`src/rtl/mt_seed_init.sv`:
```
// MT19937 seeding stage: expands a 32-bit seed into the 624-word state vector,
// writing one word per cycle into the shared state memory, then flags completion.
module mt_seed_init #(
  parameter int          N         = 624,
  parameter logic [31:0] INIT_MULT = 32'd1812433253,
  parameter int          SHIFT     = 30
) (
  input  logic        clk,
  input  logic        rst,
  input  logic        start_init,
  input  logic [31:0] seed_value,
  output logic        write_en_init,
  output logic [9:0]  write_addr_init,
  output logic [31:0] write_data_init,
  output logic        busy_init,
  output logic        done_init
);

  localparam logic [9:0] LAST = 10'(N - 1);

  typedef enum logic [1:0] {IDLE, RUN, DONE} state_t;

  state_t      state;
  logic [31:0] prev;
  logic [9:0]  idx;
  logic [31:0] mixed;
  logic [31:0] next_word;

  // Serial recurrence: each word depends on the one before, so the
  // low-half multiply must settle in a single cycle.
  always_comb begin
    mixed     = prev ^ (prev >> SHIFT);
    next_word = (idx == 10'd0) ? prev : (INIT_MULT * mixed + {22'd0, idx});
  end

  always_ff @(posedge clk) begin
    if (!rst) begin
      state           <= IDLE;
      prev            <= '0;
      idx             <= '0;
      write_en_init   <= 1'b0;
      write_addr_init <= '0;
      write_data_init <= '0;
      busy_init       <= 1'b0;
      done_init       <= 1'b0;
    end else begin
      case (state)
        IDLE: begin
          write_en_init <= 1'b0;
          busy_init     <= 1'b0;
          if (start_init) begin
            prev  <= seed_value;
            idx   <= '0;
            state <= RUN;
          end
        end
        RUN: begin
          write_en_init   <= 1'b1;
          write_addr_init <= idx;
          write_data_init <= next_word;
          busy_init       <= 1'b1;
          done_init       <= 1'b0;
          prev            <= next_word;
          // Counter parks at N-1; start requests are ignored until DONE.
          if (idx == LAST) state <= DONE;
          else             idx   <= idx + 10'd1;
        end
        DONE: begin
          write_en_init <= 1'b0;
          busy_init     <= 1'b0;
          done_init     <= 1'b1;
          if (start_init) begin
            prev  <= seed_value;
            idx   <= '0;
            state <= RUN;
          end
        end
        default: state <= IDLE;
      endcase
    end
  end

endmodule
```
`config.mk`:
```
export PLATFORM = sky130hd
export DESIGN_NAME = mt_seed_init
export DESIGN_NICKNAME = d
export VERILOG_FILES = /design/src/rtl/mt_seed_init.sv
export SDC_FILE = /design/constraint.sdc
export NUM_CORES = 1
export LEC_CHECK = 0
export BUFFER_PORTS_ARGS = -buffer_cell sky130_fd_sc_hd__buf_2
export CORE_UTILIZATION = 35
export DETAILED_ROUTE_END_ITERATION = 16
export GPL_TIMING_DRIVEN = 0
export PLACE_DENSITY_LB_ADDON = 0.1
export SLEW_MARGIN = 20
export SYNTH_ARGS = -nofsm -noshare
export SYNTH_HDL_FRONTEND = slang
export SYNTH_SLANG_ARGS = --single-unit
```
`constraint.sdc`:
```
create_clock -name clk -period 9 [get_ports clk]
set_clock_uncertainty 0.15 [all_clocks]
set_input_delay 1.35 -clock clk [delete_from_list [all_inputs] [get_ports clk]]
set_output_delay 1.35 -clock clk [all_outputs]
set_load 0.02 [all_outputs]
```
## After elaboration in Yosys (flattened, before gate mapping)

Index checks and enable logic that the tools add are counted.

| cells by class | value |
|---|---|
| eq/ne operators | 6 |
| reduce and logical (&&, ||, !) cells | 8 |
| multiplexer cells | 11 |
| $mul | 1 |
| add/sub/neg operators | 2 |
| bitwise operators | 1 |

Operator list:

| kind | number |
|---|---|
| 2-to-1 mux 32 bit | 2 |
| one-hot mux 32 bit (2 select lines) | 1 |
| adder 32 x 10 -> 32 bit | 1 |
| multiplier 31 x 32 -> 32 bit, first input constant | 1 |
| bitwise XOR 32 x 2 -> 32 bit | 1 |
| 2-to-1 mux 10 bit | 2 |
| one-hot mux 10 bit (2 select lines) | 1 |
| adder 10 x 1 -> 10 bit, second input constant | 1 |
| == test 10 bit, second input constant | 1 |
| zero test 10 bit | 1 |
| 2-to-1 mux 2 bit | 2 |
| inequality test 2 bit, second input constant | 2 |
| one-hot mux 1 bit (2 select lines) | 2 |
| one-hot mux 2 bit (2 select lines) | 1 |
| AND reduction 2 bit | 2 |
| nonzero test 2 bit | 2 |
| AND reduction 3 bit | 1 |
| == test 2 x 1 -> 1 bit, second input constant | 1 |
| == test 2 bit, second input constant | 1 |
| zero test 2 bit | 1 |
| inequality test 2 x 1 -> 1 bit, second input constant | 1 |
| OR reduction 2 bit | 1 |

| storage, ports and cells | value |
|---|---|
| bits of input ports | 35 |
| output and inout port bits | 45 |
| logic and storage cells | 36 |
| flip-flop bits (word level) | 88 |

## Logic depth before layout (Yosys ltp)

| depth | value |
|---|---|
| depth after elaboration | 5 |
| gate-level depth with buffers | 24 |
| gate-level depth less buffers | 24 |

## Worst setup path after synthesis

Ideal clock, no wire load.

| timing | value |
|---|---|
| kind | reg2reg |
| start | register prev[31] |
| end | register prev[25] |
| path slack | 2592 ps |
| buffers on the path | 0 |
| required time | 8779 ps |
| period minus slack after synthesis | 6408 ps |
| stages on the path, launching flop included | 24 |
| arrival time | 6187 ps |
| setup time | 71 ps |
| path through | dfxtp_1 -> xor2_1 -> xor2_1 -> ha_1 -> or2_2 -> ha_1 -> inv_1 -> fa_1 -> inv_1 -> ha_1 -> fa_1 -> fa_1 -> fa_1 -> inv_1 -> fa_1 -> inv_1 -> ha_1 -> nand2_1 -> or4_1 -> a21o_1 -> a21oi_1 -> xor2_1 -> nand3_1 -> a21oi_1 |

| between the ends | value |
|---|---|
| cells in the longest elaborated chain, start to end | 5 |

RTL lines:

| what | RTL line | text |
|---|---|---|
| from (decl) | 24 | `logic [31:0] prev;` |
| from (signal assigned) | 52 | `prev <= seed_value;` |
| from (signal assigned) | 63 | `prev <= next_word;` |
| from (signal assigned) | 73 | `prev <= seed_value;` |
| bitwise XOR 32 x 2 -> 32 bit | 32 | `mixed = prev ^ (prev >> SHIFT);` |
| multiplier 31 x 32 -> 32 bit | 33 | `next_word = (idx == 10'd0) ? prev : (INIT_MULT * mixed + {22'd0, idx});` |
| adder 32 x 10 -> 32 bit | 33 |  |
| 2-to-1 mux 32 bit | 33 |  |
| one-hot mux 32 bit (2 select lines) | 47 | `case (state)` |

Every way passes these cells.
A chain may end at the register's enable or synchronous reset.

## Worst setup path after layout

| timing | value |
|---|---|
| start | register prev[30] |
| end | register write_data_init[26] |

| between the ends | value |
|---|---|
| cells in the longest elaborated chain, start to end | 4 |

RTL lines:

| what | RTL line | text |
|---|---|---|
| bitwise XOR 32 x 2 -> 32 bit | 32 |  |
| multiplier 31 x 32 -> 32 bit | 33 |  |
| adder 32 x 10 -> 32 bit | 33 |  |
| 2-to-1 mux 32 bit | 33 |  |
| to (signal assigned) | 60 | `write_data_init <= next_word;` |
| to (decl) | 14 | `output logic [31:0] write_data_init,` |

Every way passes these cells.

==> results.yml <==
die:
  fp.coreArea_um2: 34710
  die_w_um: 190.2
  rows: 68
  io_pins: 80
  dieArea_um2: 36190
  start_util_pct: 35.72
  die_y_um: 190.2
worst_setup_path:
  crit_buf_inv: 4
  crit_arrival_ps: 8160
  cpMostUsedCell: "ha_1"
  required_ps: 9140
  crit_chain: "xor2_1, xor2_1, ha_1, or2_2, ha_1, inv_1, fa_1, inv_1, ha_1, ha_1, fa_1, fa_1, inv_1, fa_1, inv_1, ha_1, a211oi_1, o21ai_0, a221oi_2, o22ai_1, o22ai_1, mux2i_1, o211ai_1, a21oi_1"
  startpoint_type: "register"
  worstSetupPathType: "register to register"
  slowest_stage: "xor2_1"
  max_stage_delay_ps: 680
  critPathCaptureType: "register"
  crit_fanout: 6
  path_delay_family: "adder cells"
synth:
  ys_types: 66
  ys_seq_area_share_pct: 14.21
  ys_warn_count: 0
  synth_top_area_share_pct: 24.70
  yosysTopAreaCell: "fa_1"
  async_reset_ff_share_pct: 0
  synth-edff-count: 0
  avgSynthCellArea_um2: 9.275
  synth_seq_cells: 88
  yosysMostFrequentCell: "inv_1"
  synthCells: 1337
  ys_top_cells_by_count: "inv_1, ha_1, fa_1"
  synth_flop_cell: "dfxtp_1"
  yosys-top-cells-area: "fa_1, ha_1, dfxtp_1"
  syn_area_um2: 12400
  synth_nets: 1768
final_layout:
  final_util_pct: 39.51
  area_growth_pct: 10.60
  n_fill_cell: 3600
  antenna_cells: 0
  drive_gt1_share_pct: 9.218
  nets: 1858
clock_tree:
  cts_tree: "done"
  clock-sinks: 88
  postCtsHoldBufs: 0
  cts-root-buf: "clkbuf_16"
  cts_buffers: 9
  htreeDepth: 3
  cts_resized: 0
  cts_buffer_depth: 2
  clock_latency_ps: 360
  post_cts_buffers: 0
  path_clk_slew_ps: 70
timing:
  fin_crit_sh_pct: 89.11
  finalHoldViolCount: 0
  drv_slew: 0
  fmax_mhz: 124.7
  slew_headroom_pct: 24.95
  tns_ps: 0
  rsz0062_at_grt: "false"
  fin_crit_ps: 8020
  setup_violations: 0
  whs_ps: 318.2
  max_slew.worst_pin.slew_ps: 1124
routing:
  drt_wl_total_um: 38130
  remaining_drc_errors: 0
  ant_nets: 0
  vias: 9472
  wire_per_inst_um: 20.21
  firstDrtPassIters: 6
  vias_per_cell: 5.020
  drtIter0Drc: 524
global_routing:
  gr-usage-met3_pct: 1.748
  grt_pass1_wl_um: 59260
  grt_max_degree: 16
  grt.total_usage_pct: 22.14
  met2_usage_pct: 37.69
  met1_usage_pct: 30.19
  grt.overflow.total: 0
  antenna_found_initial: 0
  top_usage_layer: "met2"
  first_global_vias: 10080
flow_run:
  maxCapViolations: 0
place:
  io_buffers: 78
  routabilityCongestion: 0.8808
  dp_hpwl_um: 30740
status:
  status: "complete, no violations"
worst_hold_path:
  hp-class: "register to register"
worst min-delay path: stages (launching register included):
cell and delay [ps]:
dfxtp_1 310, nand2b_1 60, a21oi_1 50
through the flow:
stage,instance area (um2),std cells,worst slack (ps)
6_report,13720,1887,980.0
5_1_grt,13720,1887,555.2
4_1_cts,13720,1887,848.7
3_5_place_dp,13390,1871,956.9
3_3_place_gp,13360,1870,285.4
2_1_floorplan,12400,1337,2592
area by class of cell:
type	instances	area, um2	share of cell area (%)
buffer	42	168.9	1.232
clock inverter	6	90.09	0.6568
timing repair buffer	79	401.6	2.928
tap	455	569.3	4.151
sequential	88	1762	12.84
multi-input combinational	941	9487	69.17
clock buffer	10	239.0	1.742
inverter	266	998.5	7.280
routing by layer:
| layer | part of all wire [%] | up-vias |
|---|---|---|
| li1 | - | 4594 |
| met1 | 46 | 4642 |
| met2 | 48 | 198 |
| met3 | 3.6 | 38 |
| met4 | 1.9 | 0 |
| met5 | 0 | - |
registers in the layout, indices dropped and copies added (netlist names):
signal           cells
write_addr_init     10
done_init            1
prev                32
write_data_init     32
state                2
busy_init            1
idx                 10
cells in the final DEF, fill, tap and decap left out, types with 4 or more instances in the layout:
master and instances:
o22ai_1 4, buf_2 84, a21o_1 6, a211o_1 4, fa_1 153, nor2b_1 4, a31oi_1 10, dfxtp_1 88
o21bai_1 4, mux2i_1 29, nand2b_1 7, clkbuf_1 31, or2_2 4, nand3_1 13, or3_1 7, o21ai_2 5
nor3_1 5, and2_1 4, xor2_1 15, o21a_1 4, a21oi_1 57, a32oi_1 4, xnor2_1 46, o21ai_0 44
ha_1 243, clkbuf_16 9, o21ai_1 7, inv_1 265, nand4_1 5, a311oi_1 9, nand2_1 67, a211oi_1 31
o211ai_1 9, nor2_1 96, buf_1 4
path summary, 6_finish.rpt:
kind	startpoint	to	slack [ps]	cells past startpoint
setup / recovery	prev[30]	write_data_init[26]	980	24
hold / removal	write_data_init[28]	write_data_init[28]	320	2
setup reg to reg	prev[30]	write_data_init[26]	980	24
hold reg to reg	write_data_init[28]	write_data_init[28]	320	2
kinds of logic (layout without fill, tap and decap cells):
family	after synthesis	in the layout	synth area share [%]
adders and majority gates	396	396	49.22
and+or+nand+nor	227	227	8.203
muxes	29	29	2.341
buffers and inverters	308	403	9.414
AOI/OAI and AO/OA	226	226	12.17
DFF	88	88	14.21
xor gates and xnor gates	63	63	4.450
Power is not shown: default switching activity piles up to over one toggle a cycle in this logic, so the estimate is an artifact.
